<file path="src/rtl/move_cmd_gen.sv">
// move_cmd_gen: turns three push-buttons and a gravity timer into one-cycle
// drop/left/right move commands, arbitrated drop > left > right.
module move_cmd_gen #(
  parameter int unsigned GRAVITY_TICKS   = 25000000,
  parameter int unsigned DEBOUNCE_CYCLES = 250000
) (
  input  logic clk,
  input  logic rst_n,
  input  logic enable,
  input  logic btn_left,
  input  logic btn_right,
  input  logic btn_down,
  output logic drop,
  output logic left,
  output logic right
);

  localparam int unsigned NUM_BTN = 3;
  localparam int unsigned BTN_DOWN  = 0;
  localparam int unsigned BTN_LEFT  = 1;
  localparam int unsigned BTN_RIGHT = 2;
  localparam int unsigned GW = (GRAVITY_TICKS > 2) ? $clog2(GRAVITY_TICKS) : 1;
  localparam int unsigned DW = (DEBOUNCE_CYCLES > 2) ? $clog2(DEBOUNCE_CYCLES) : 1;
  // Counter value from which the next enabled increment reaches GRAVITY_TICKS-1
  localparam logic [GW-1:0] GRAV_LAST = GW'(GRAVITY_TICKS - 2);
  localparam logic [DW-1:0] DEB_LAST  = DW'(DEBOUNCE_CYCLES - 1);

  logic [NUM_BTN-1:0] w_btn_raw;
  logic [NUM_BTN-1:0] r_sync1;
  logic [NUM_BTN-1:0] r_sync2;
  logic [NUM_BTN-1:0] w_rise;

  logic [GW-1:0] r_grav;
  logic          w_grav_wrap;
  logic          w_expire;

  logic r_pend_drop;
  logic r_pend_left;
  logic r_pend_right;
  logic w_win_drop;
  logic w_win_left;
  logic w_win_right;

  logic r_drop;
  logic r_left;
  logic r_right;

  assign w_btn_raw = {btn_right, btn_left, btn_down};

  // Two-flop synchronizer for the asynchronous button inputs
  always_ff @(posedge clk or negedge rst_n) begin
    if (!rst_n) begin
      r_sync1 <= '0;
      r_sync2 <= '0;
    end else begin
      r_sync1 <= w_btn_raw;
      r_sync2 <= r_sync1;
    end
  end

  for (genvar g = 0; g < NUM_BTN; g++) begin : g_deb
    logic [DW-1:0] r_cnt;
    logic          r_deb;
    logic          w_done;

    assign w_done   = (r_sync2[g] != r_deb) && (r_cnt == DEB_LAST);
    assign w_rise[g] = w_done & r_sync2[g];

    // Accept a new level only after DEBOUNCE_CYCLES consecutive disagreeing cycles
    always_ff @(posedge clk or negedge rst_n) begin
      if (!rst_n) begin
        r_cnt <= '0;
        r_deb <= 1'b0;
      end else if (r_sync2[g] == r_deb) begin
        r_cnt <= '0;
      end else if (w_done) begin
        r_cnt <= '0;
        r_deb <= r_sync2[g];
      end else begin
        r_cnt <= r_cnt + DW'(1);
      end
    end
  end

  // Fixed-priority pick among pending commands
  always_comb begin
    w_win_drop  = 1'b0;
    w_win_left  = 1'b0;
    w_win_right = 1'b0;
    if (r_pend_drop) begin
      w_win_drop = 1'b1;
    end else if (r_pend_left) begin
      w_win_left = 1'b1;
    end else if (r_pend_right) begin
      w_win_right = 1'b1;
    end
  end

  // An issued drop restarts gravity, so it also suppresses a coincident expiry
  assign w_grav_wrap = (r_grav == GRAV_LAST);
  assign w_expire    = w_grav_wrap & ~w_win_drop;

  // Gravity timer: counts enabled cycles, holds while disabled
  always_ff @(posedge clk or negedge rst_n) begin
    if (!rst_n) begin
      r_grav <= '0;
    end else if (enable) begin
      if (w_win_drop || w_grav_wrap) begin
        r_grav <= '0;
      end else begin
        r_grav <= r_grav + GW'(1);
      end
    end
  end

  // Pending flags: set by events, cleared when issued, flushed while disabled
  always_ff @(posedge clk or negedge rst_n) begin
    if (!rst_n) begin
      r_pend_drop  <= 1'b0;
      r_pend_left  <= 1'b0;
      r_pend_right <= 1'b0;
    end else if (!enable) begin
      r_pend_drop  <= 1'b0;
      r_pend_left  <= 1'b0;
      r_pend_right <= 1'b0;
    end else begin
      r_pend_drop  <= w_expire | w_rise[BTN_DOWN] | (r_pend_drop & ~w_win_drop);
      r_pend_left  <= w_rise[BTN_LEFT] | (r_pend_left & ~w_win_left);
      r_pend_right <= w_rise[BTN_RIGHT] | (r_pend_right & ~w_win_right);
    end
  end

  // Registered one-cycle command pulses
  always_ff @(posedge clk or negedge rst_n) begin
    if (!rst_n) begin
      r_drop  <= 1'b0;
      r_left  <= 1'b0;
      r_right <= 1'b0;
    end else begin
      r_drop  <= enable & w_win_drop;
      r_left  <= enable & w_win_left;
      r_right <= enable & w_win_right;
    end
  end

  assign drop  = r_drop;
  assign left  = r_left;
  assign right = r_right;

endmodule

</file>
<file path="config.mk">
export PLATFORM = sky130hd
export DESIGN_NAME = move_cmd_gen
export DESIGN_NICKNAME = d
export VERILOG_FILES = /design/src/rtl/move_cmd_gen.sv
export SDC_FILE = /design/constraint.sdc
export NUM_CORES = 1
export LEC_CHECK = 0
export CAP_MARGIN = 20
export CORE_MARGIN = 5
export CORE_UTILIZATION = 35
export DETAILED_ROUTE_END_ITERATION = 6
export GPL_TIMING_DRIVEN = 0
export SLEW_MARGIN = 20
export SYNTH_ARGS = -nofsm -noshare
export SYNTH_HDL_FRONTEND = slang
export SYNTH_SLANG_ARGS = --single-unit
</file>
<file path="constraint.sdc">
create_clock -name clk -period 2.3 [get_ports clk]
set_input_delay 0.345 -clock clk [delete_from_list [all_inputs] [get_ports clk]]
set_output_delay 0.345 -clock clk [all_outputs]
set_load 0.05 [all_outputs]
</file>
Yosys cells after proc, flatten, opt, wreduce, memory -nomap -nowiden
Index checks and enable logic that the tools add are counted.
Widths: inputs -> output; s select.
{ "totals": {"regBits": 94, "input_bits": 6, "word_cells": 72} }
{ "classes": {"n_addsub": 4, "eq_ne": 10, "n_mux": 16, "bitwise_logic": 20, "reduce_logical": 7} }
{ "op_table": {"columns": ["cell", "count"], "rows": [
  ["$mux 18", 6],
  ["$add 18x1->18 const B", 3],
  ["$eq 18x18->1 const B", 3],
  ["$add 25x1->25 const B", 1],
  ["$eq 25x25->1 const B", 1],
  ["$mux 25", 1],
  ["$and 1x1->1", 10],
  ["$mux 1", 9],
  ["$not 1->1", 6],
  ["$reduce_and 2->1", 3],
  ["$or 1x1->1", 4],
  ["$eq 1x1->1", 3],
  ["$logic_and 1x1->1", 3],
  ["$ne 1x1->1", 3],
  ["$logic_or 1x1->1", 1]
]} }

Longest topological paths before layout
Gate-level depths: netlist (run 1).
{ "depth": {"depth_word": 7, "ltp_mapped": 8, "mapped_depth_nobuf": 7} }

Least setup slack after synthesis (run 1)
OpenSTA, ideal clock, no wires.
{ "synth_timing": {"path_type": "register to register", "start": "reg r_grav[18]", "end": "reg r_grav[1]", "t_arrival_ps": 1667, "path_slack_ps": 508, "path_stages_with_launch": 7, "n_path_buf": 1, "synth_period_minus_slack_ps": 1792, "cell_sequence": "dfrtp_1 -> and4_1 -> or4b_4 -> o21bai_4 -> buf_6 -> nor2_2 -> mux2_4"} }
{ "synth_between": {"elab_chain_cells": 3} }
{ "synth_lines": {"columns": ["item", "line_no", "source"], "rows": [
  ["start, declared", "33", "logic [GW-1:0] r_grav;"],
  ["start signal, assigned", "111", "r_grav <= r_grav + GW'(1);"],
  ["$eq 25x25->1", "100", "assign w_grav_wrap = (r_grav == GRAV_LAST);"],
  ["$logic_or 1x1->1", "108", "if (w_win_drop || w_grav_wrap) begin"],
  ["$mux 25", "108", null]
]} }
Every way passes these cells.
A chain may end at the register's enable or synchronous reset.

Final worst setup path (run 1)
{ "layout_timing": {"start": "reg r_grav[7]", "end": "reg r_grav[21]"} }
{ "layout_between": {"elab_chain_cells": 3} }
{ "layout_lines": {"columns": ["item", "line_no"], "rows": [
  ["branches (longest 2 deep; another with $add 25x1->25)", null],
  ["$mux 25 (*)", "108"]
]} }
Mark *: on every way between the ends.

==> reports/qor.txt, run 1 <==
IO Port Bufs - 8
Worst-Margin Slew - 0.720 ns
Avg Cell Area, Syn - 10.1 sq um
CTS buffer count - 9
number of diodes - 0
gr usage total - 12.5%
clk sinks - 94
crit-path max FO - 7
flops & latches, synth - 94
crit start category - register
Power Density - 675 mW/mm^2
synthesized area - 0.00452 sq mm
Reg2Reg Setup Slack - 0.24 ns
DR DRC count - 0
peak supply drop - 0.000327 V
Root Buffer - clkbuf_16
P&R area growth vs syn - 14.1%
setup TNS after final layout - 0 ns
top cells by area, synth - dfrtp_1 52%, xor2_1 7.9%, nor2_1 6.6%
Slew headroom - 51.6%
worst skew pair latency - 0.34 ns
Yosys cell types - 48
share of cells above drive strength 1 - 8.09%
largest net degree at the start of global routing - 55
TritonRoute pass-1 iters - 4
remaining antenna violation count - 0
placed inst area - 0.00485 sq mm
Ys Warns - 0
DR iter-0 viols - 166
unrepaired setup endpoints after global routing - no
Critical-path top delay cell - nor4_1
I/O pins - 9
Mapped Nets - 457
CTS max path bufs - 2
Slew Viols, Final - 0
CTS tree - yes
row count - 41
Total Power - 3.48 mW
Final Hold Vio Count - 0
# fillers - 1280
kind of critical path - register to register
CP endpoint kind - register
first-pass GRT wire length - 15.4 mm
cell-by-cell trace of the critical path - nand4_1 -> nor4_1 -> and3_1 -> o21ai_0 -> a21o_1
Vias/cell - 4.95
Vias - 3176
Post-Route WL - 8.50 mm
Clock Pin Slew Worst Setup and Hold Paths - 0.06 ns
final setup vio count - 0
Synth area leader - dfrtp_1
Starting Density - 35.8%
CP Data Arrival Time - 2.29 ns
post-route cell area - 0.00516 sq mm
Slowest Stage Delay on Critical Path - 0.71 ns
Post-Route Skew - 0.00762 ns
register area share after synthesis - 52.0%
WL/cell - 13.2 microns
CORE AREA - 0.0126 sq mm
post-detail-place hpwl - 5.85 mm
worst min path class - register to register
vias in the first global route - 3355
total die area - 0.0153 sq mm
fmax - 0.485 GHz
top cell type's share of synthesized area - 52.0%
status - completed
fin crit share - 89.7%
Mapped Cells - 446
Tmin final - 2.06 ns
initial antenna violation count - 0
fin nets - 477
CP required - 2.53 ns
H-tree depth - 3
Die H - 124 microns
Congestion Overflow GR - 0
GPL Wtd Cong - 0.800
# Max-Cap Violations - 0
chip width - 124 microns
P_leak - 2.30 nW
[cell type report]
cell class                 count  area [sq um]  area share (%)
inverter                      10          37.5           0.728
multi-input combinational    332          2080            40.3
clock buffer                  12           256            4.97
timing repair buffer          10           119            2.30
clock inverter                 3          43.8           0.849
sequential                    94          2350            45.6
tap                          172           215            4.17
buffer                         9          55.1            1.07
[worst max-delay path: cells and delay by family, from the launching register on]
family          cells  cell delay, ns
simple gates        3            1.24
flops               1            0.44
compound gates      2            0.27
[per-layer routing]
layer / track usage [%] / part of all wire [%] / up-vias
li1: - / - / 1576
met1: 16.1 / 49 / 1560
met2: 20.4 / 47 / 30
met3: 3.09 / 2.8 / 10
met4: 4.36 / 1.4 / 0
met5: 0 / 0 / -
[power by group]
part	leakage, nW	internal [mW]	switching, mW
clock network	0.149	0.896	0.597
registers	1.27	1.71	0.0646
logic	0.884	0.0951	0.116
[stage by stage]
step / utilization (%) / setup slack (ns) / hold WS (ns) / std cells
after floorplan: - / 0.508 / 0.0494 / 446
after global routing: 40.9 / 0.0313 / 0.372 / 642
final: 40.9 / 0.236 / 0.349 / 642
after global placement: 38.2 / -2.58 / 0.339 / 626
after detailed placement: 38.4 / 0.122 / 0.292 / 627
after CTS: 40.9 / 0.137 / 0.352 / 643
[sequential cells by signal, summed over array words and instances, names as in the netlist]
| signal | flops |
|---|---|
| g_deb.r_cnt | 54 |
| r_grav | 25 |
| g_deb.r_deb | 3 |
| r_sync1 | 3 |
| r_sync2 | 3 |
| drop | 1 |
| left | 1 |
| r_pend_drop | 1 |
| r_pend_left | 1 |
| r_pend_right | 1 |
| right | 1 |
[layout by cell type (no fill, tap or decap), types with 3 or more instances in the layout]
master	synthesis	final
nand3_1	25	25
buf_2	5	5
a21o_1	9	9
nor2b_1	3	3
clkdlybuf4s50_1	0	7
nand4_1	18	18
xor2_1	41	41
clkbuf_16	0	9
nor3_1	6	6
nor2_1	79	79
or3_1	6	6
and3_1	15	15
dfrtp_1	94	94
and4_1	9	9
xnor2_1	19	19
nor3b_1	3	3
nor4_1	9	8
ha_1	5	5
nand3b_1	3	3
nand2_1	28	28
nand2b_1	4	4
nor4b_1	3	3
and2_1	6	6
o21ai_0	14	14
inv_1	10	10
[cells in the mapped netlist (all sizes together)]
cell and n:
clkbuf 2, nor3b 3, and4 9, nand2b 4, nor4 10, nor2b 3, a21oi 1, and2 8
o211ai 2, inv 10, and4bb 1, nand3b 3, nor4bb 2, nor3 6, a32oi 1, xnor2 19
mux2i 1, or3 6, mux2 3, buf 8, nand4 18, a21o 9, nand4b 1, ha 5
or2 1, or4b 1, o21ai 15, nand3 26, dfrtp 94, xor2 41, o21bai 1, nand2 28
nor4b 3, and3b 1, o2bb2ai 2, and3 16, o32ai 1, a21boi 1, nor2 80
[cell families after synthesis]
| kind of cell | share of synthesized area [%] |
|---|---|
| AO/OA/AOI/OAI | 5.04 |
| XOR/XNOR | 11.6 |
| adder cells (fa/ha/maj) | 1.38 |
| buffers and inverters | 2.13 |
| flip-flops | 52.0 |
| multiplexers | 1.05 |
| AND/OR/NAND/NOR | 26.8 |
[final timing paths]
path / startpoint / endpoint / cells after the start
setup / recovery: r_grav[7] / r_grav[21] / 5
hold / removal: r_sync1[1] / r_sync2[1] / 0
setup reg to reg: r_grav[7] / r_grav[21] / 5
hold reg to reg: r_sync1[1] / r_sync2[1] / 0
max in group asynchronous: rst_n / r_grav[12] / 3
min in group asynchronous: rst_n / g_deb[0].r_cnt[16] / 2
[what timing repair did]
action,4_1_cts,5_1_grt
setup endpoints to repair,0,20
buffers inserted,0,0
hold buffers,1,0
resized for setup,0,1
hold endpoints to repair,40,0
No activity file was read; power rests on OpenSTA's default activity.
==> inputs of run 2 (changes only) <==
Settings changed: CORE_ASPECT_RATIO from default to 0.7.
==> run 2 against run 1 <==
Compared with the run above:
- global-route usage decreased by 0.17 points
- flip-flop and latch count unchanged
- via count decreased by 0.38%
- final area shrank 0.61%
- largest cell class unchanged
- highest routed layer unchanged
- critical path type unchanged
- maximum frequency is 7.7% lower
- sequential share of layout area is 0.28 points higher
- non-clock buffer count unchanged
- register-to-register slack got worse by 0.17 ns
==> reports/qor.txt, run 2 (synthesis results as in run 1) <==
post-route cell area - 0.00513 sq mm
biggest regs - g_deb.r_cnt x54, r_grav x25
GPL Wtd Cong - 0.777
commonest non-fill, non-tap cells in the layout - 94 x dfrtp_1, 79 x nor2_1, 41 x xor2_1
worst min-delay path startpoint - r_sync1[0]
largest net degree at the start of global routing - 67
Levels on crit path - 5
CP Data Arrival Time - 2.47 ns
remaining antenna violation count - 0
Post-Route Skew - 0.00707 ns
IO Port Bufs - 8
CTS tree - yes
Slowest Stage Delay on Critical Path - 0.82 ns
hold endpoint - r_sync2[0]
grt met3 use - 3.25%
Worst-Margin Slew - 0.854 ns
Congestion Overflow GR - 0
first-pass GRT wire length - 15.8 mm
CTS max path bufs - 2
Reg2Reg Depth - 5
CORE AREA - 0.0125 sq mm
CP top delay family - simple AND/OR/NAND/NOR gates
share of cells above drive strength 1 - 8.49%
Post-Route WL - 8.76 mm
unrepaired setup endpoints after global routing - no
P&R area growth vs syn - 13.4%
Placed Cells - 617
vias in the first global route - 3248
Post-CTS Setup Repair Bufs - 0
hold depth - 0
Tmin final - 2.24 ns
row count - 34
Vias/cell - 5.00
crit start category - register
post-detail-place hpwl - 6.06 mm
gr usage total - 12.3%
I/O pins - 9
initial antenna violation count - 0
M2 GR Usage - 18.2%
P_leak - 2.29 nW
Buf/Inv on CP - 0
WL/cell - 13.8 microns
fin nets - 477
worst skew pair latency - 0.34 ns
TritonRoute pass-1 iters - 4
CTS buffer count - 9
CP endpoint kind - register
clk sinks - 94
Power Density - 666 mW/mm^2
Finished Layout Cells - 633
peak supply drop - 0.000364 V
DR DRC count - 0
fin crit share - 97.2%
met1 Usage GRT - 18.0%
Critical-path top delay cell - nor4_1
Slew Viols, Final - 0
number of diodes - 0
placed inst area - 0.00483 sq mm
Starting Density - 36.0%
worst min path class - register to register
kind of critical path - register to register
status - completed
Final Hold Vio Count - 0
Largest register FFs - 54
Reg2Reg Setup Slack - 0.06 ns
Die H - 105 microns
register bank with the most flops - g_deb.r_cnt
DR iter-0 viols - 143
crit-path max FO - 7
H-tree depth - 3
chip width - 146 microns
total die area - 0.0153 sq mm
# Max-Cap Violations - 0
Root Buffer - clkbuf_16
worst reg2reg startpoint - r_grav[7]
CP required - 2.53 ns
fmax - 0.447 GHz
Vias - 3164
final setup vio count - 0
Slew headroom - 42.5%
Clock Pin Slew Worst Setup and Hold Paths - 0.07 ns
commonest non-fill, non-tap cell in the layout - dfrtp_1
cell-by-cell trace of the critical path - nand4_1 -> nor4_1 -> and3_1 -> o21ai_0 -> a21o_1
reg2reg end - r_grav[21]
GR peak layer - met2
## run 2: worst max path at each step
stage / startpoint / endpoint
2_1_floorplan: r_grav[18] / r_grav[1]
3_3_place_gp: rst_n / g_deb[2].r_cnt[15]
3_5_place_dp: enable / r_grav[24]
4_1_cts: r_grav[7] / r_grav[21]
5_1_grt: r_grav[7] / r_grav[15]
6_report: r_grav[7] / r_grav[21]
## run 2: cell type report
class	instances	area (sq um)
Fill cell	1190	7420
Sequential cell	94	2350
Multi-Input combinational cell	332	2080
Timing Repair Buffer	10	119
Clock inverter	7	56.3
Inverter	10	37.5
Buffer	9	55.1
Tap cell	162	203
Clock buffer	9	225
## run 2: what timing repair did
item	4_1_cts	5_1_grt
resized for setup	0	1
hold buffers	1	0
endpoints found under the setup margin	0	17
endpoints found under the hold margin	28	0
## run 2: power breakdown
group / total [mW] / leakage, nW / internal [mW] / switching (mW)
logic: 0.213 / 0.884 / 0.0950 / 0.118
registers: 1.78 / 1.27 / 1.71 / 0.0689
clock network: 1.42 / 0.137 / 0.747 / 0.674
## run 2: stage by stage
stage	util [%]	TNS (ns)	worst slack [ns]	hold WS [ns]	total power, mW
CTS	40.8	0	0.139	0.349	3.46
detailed placement	38.5	0	0.135	0.240	2.03
global placement	38.3	-245.43	-2.62	0.337	2.01
floorplan	-	0	0.508	0.0494	1.93
global route	40.9	0	0.0409	0.361	3.57
finish	40.9	0	0.0643	0.344	3.42
## run 2: layer usage
metal / up-vias / part of all wire [%]
met2: 29 / 42
met4: 0 / 1.2
li1: 1586 / -
met5: - / 0
met3: 11 / 3.1
met1: 1538 / 53
==> inputs of run 3 (changes only) <==
Settings changed: ABC_AREA from default to 1, PLACE_DENSITY from default to 0.6.
==> run 3 against run 2 <==
Compared with the run above:
- synthesized area rose by 10%
- cell count rose by 36%
- via count rose by 22%
- hold slack improved by 0.0050 ns
- largest power group unchanged
- highest routed layer unchanged
- critical path type is now register to output port
- global-route usage rose by 0.33 points
- first-iteration DRC count rose by 94%
- setup slack improved by 0.39 ns
- die area rose by 9.1%
==> reports/qor.txt, run 3 <==
WL/cell - 11.5 microns
Post-Place Worst Slack - 0.407 ns
CORE AREA - 0.0139 sq mm
Yosys cell types - 33
Reg2Reg Depth - 12
EDFF count, synth - 0
cell-by-cell trace of the critical path - clkdlybuf4s50_1
Power Density - 630 mW/mm^2
DR iter-0 viols - 278
commonest non-fill, non-tap cell in the layout - nor2_1
Starting Density - 35.7%
CTS buffer count - 9
Mapped Nets - 659
Post-Route WL - 9.96 mm
CP Data Arrival Time - 1.50 ns
IO Port Bufs - 8
P_leak - 2.52 nW
Buf/Inv on CP - 1
crit start category - register
total die area - 0.0167 sq mm
initial antenna violation count - 0
unrepaired setup endpoints after global routing - no
CP endpoint kind - output port
Congestion Overflow GR - 0
worst min path class - register to register
Avg Cell Area, Syn - 7.67 sq um
final setup vio count - 0
flops & latches, synth - 94
Die H - 110 microns
Ys Warns - 0
Worst setup startpoint - right
CTS max path bufs - 2
# fillers - 1384
chip width - 152 microns
peak supply drop - 0.000383 V
status - completed
Post-Route Skew - 0.00624 ns
Setup WS post-layout - 0.458 ns
# Max-Cap Violations - 0
row count - 36
first-pass GRT wire length - 17.3 mm
biggest regs - g_deb.r_cnt x54, r_grav x25
CTS tree - yes
Slew Viols, Final - 0
count leader, synth - nor2_1
Mapped Cells - 648
crit-path max FO - 1
top cell type's share of synthesized area - 47.3%
Finished Layout Cells - 864
P&R area growth vs syn - 13.2%
post-layout util - 40.4%
Reg2Reg Setup Slack - 0.60 ns
critical path endpoint - right
Top FF cell, synth - dfrtp_1
fin nets - 680
Post-CTS Setup Repair Bufs - 0
CP top delay family - buffers and inverters
register bank with the most flops - g_deb.r_cnt
reg2reg end - r_grav[9]
clk sinks - 94
top cells by area, synth - dfrtp_1 47%, nor2_1 12%, nand2_1 11%
Vias/cell - 4.48
kind of critical path - register to output port
Largest register FFs - 54
largest net degree at the start of global routing - 52
Vias - 3870
share of cells above drive strength 1 - 6.82%
Post-synth ARST share - 100%
setup TNS after final layout - 0 ns
Placed Cells - 847
synthesized area - 0.00497 sq mm
number of diodes - 0
CP required - 1.96 ns
worst reg2reg startpoint - r_grav[0]
Final Hold Vio Count - 0
Worst-Margin Slew - 0.501 ns
commonest non-fill, non-tap cells in the layout - 154 x nor2_1, 141 x nand2_1, 94 x dfrtp_1
remaining antenna violation count - 0
TritonRoute pass-1 iters - 5
Slowest Stage Delay on Critical Path - 0.81 ns
H-tree depth - 3
gr usage total - 12.7%
Tmin final - 1.84 ns
Synth area leader - dfrtp_1
Slew headroom - 66.5%
Critical-path top delay cell - clkdlybuf4s50_1
DR DRC count - 0
fmax - 0.543 GHz
GPL Wtd Cong - 0.839
Clock Pin Slew Worst Setup and Hold Paths - 0.07 ns
Root Buffer - clkbuf_16
Total Power - 3.54 mW
synth cell count leaders - 154 x nor2_1, 141 x nand2_1, 94 x dfrtp_1
I/O pins - 9
worst skew pair latency - 0.34 ns
register area share after synthesis - 47.3%
fin crit share - 80.1%
vias in the first global route - 3633
Levels on crit path - 1
post-detail-place hpwl - 7.38 mm
## run 3: cells by family (layout without fill, tap and decap cells)
family,Yosys count,after routing,share of synthesized area (%)
adder cells (fa/ha/maj),5,5,1.26
AO/OA/AOI/OAI,18,18,2.04
XOR/XNOR,36,36,7.02
AND/OR/NAND/NOR,409,409,35.6
buffers and inverters,86,112,6.77
flip-flops,94,94,47.3
## run 3: worst min path at each step
stage / start / end / slack [ns] / depth (start not counted)
finish: r_sync1[2] / r_sync2[2] / 0.35 / 0
global route: r_sync1[2] / r_sync2[2] / 0.36 / 0
CTS: r_sync1[2] / r_sync2[2] / 0.35 / 0
detailed placement: rst_n / g_deb[0].r_cnt[11] / 0.31 / 1
global placement: r_sync1[2] / r_sync2[2] / 0.34 / 0
floorplan: rst_n / drop / 0.05 / 0
## run 3: layout make-up
type	instances	area (sq um)	area share, %
Timing Repair Buffer	10	119	2.11
Clock buffer	10	229	4.07
Multi-Input combinational cell	468	2280	40.6
Sequential cell	94	2350	41.8
Tap cell	190	238	4.22
Buffer	2	18.8	0.333
Inverter	84	318	5.65
Clock inverter	6	70.1	1.24
## run 3: layer usage
metal,GRT usage [%],vias up,routed length [microns]
li1,-,2067,-
met1,19.1,1754,5630
met2,18.1,39,3910
met3,3.15,10,322
met4,3.05,0,97
met5,0,-,0
## run 3: what timing repair did
item	in CTS	in global routing
setup endpoints to repair	0	0
gates resized for setup	0	0
hold buffers	1	0
hold endpoints to repair	43	0
## run 3: where the power goes
group	switching, mW	internal (mW)	leakage, nW
registers	0.0735	1.72	1.25
logic	0.149	0.0923	1.12
clock network	0.654	0.853	0.147
total	0.876	2.67	2.52
## run 3: through the flow
stage	instance area [sq um]	hold WS, ns
after floorplan	4970	0.0494
after global placement	5290	0.337
after detailed placement	5320	0.308
after CTS	5630	0.351
after global routing	5630	0.364
final	5630	0.349
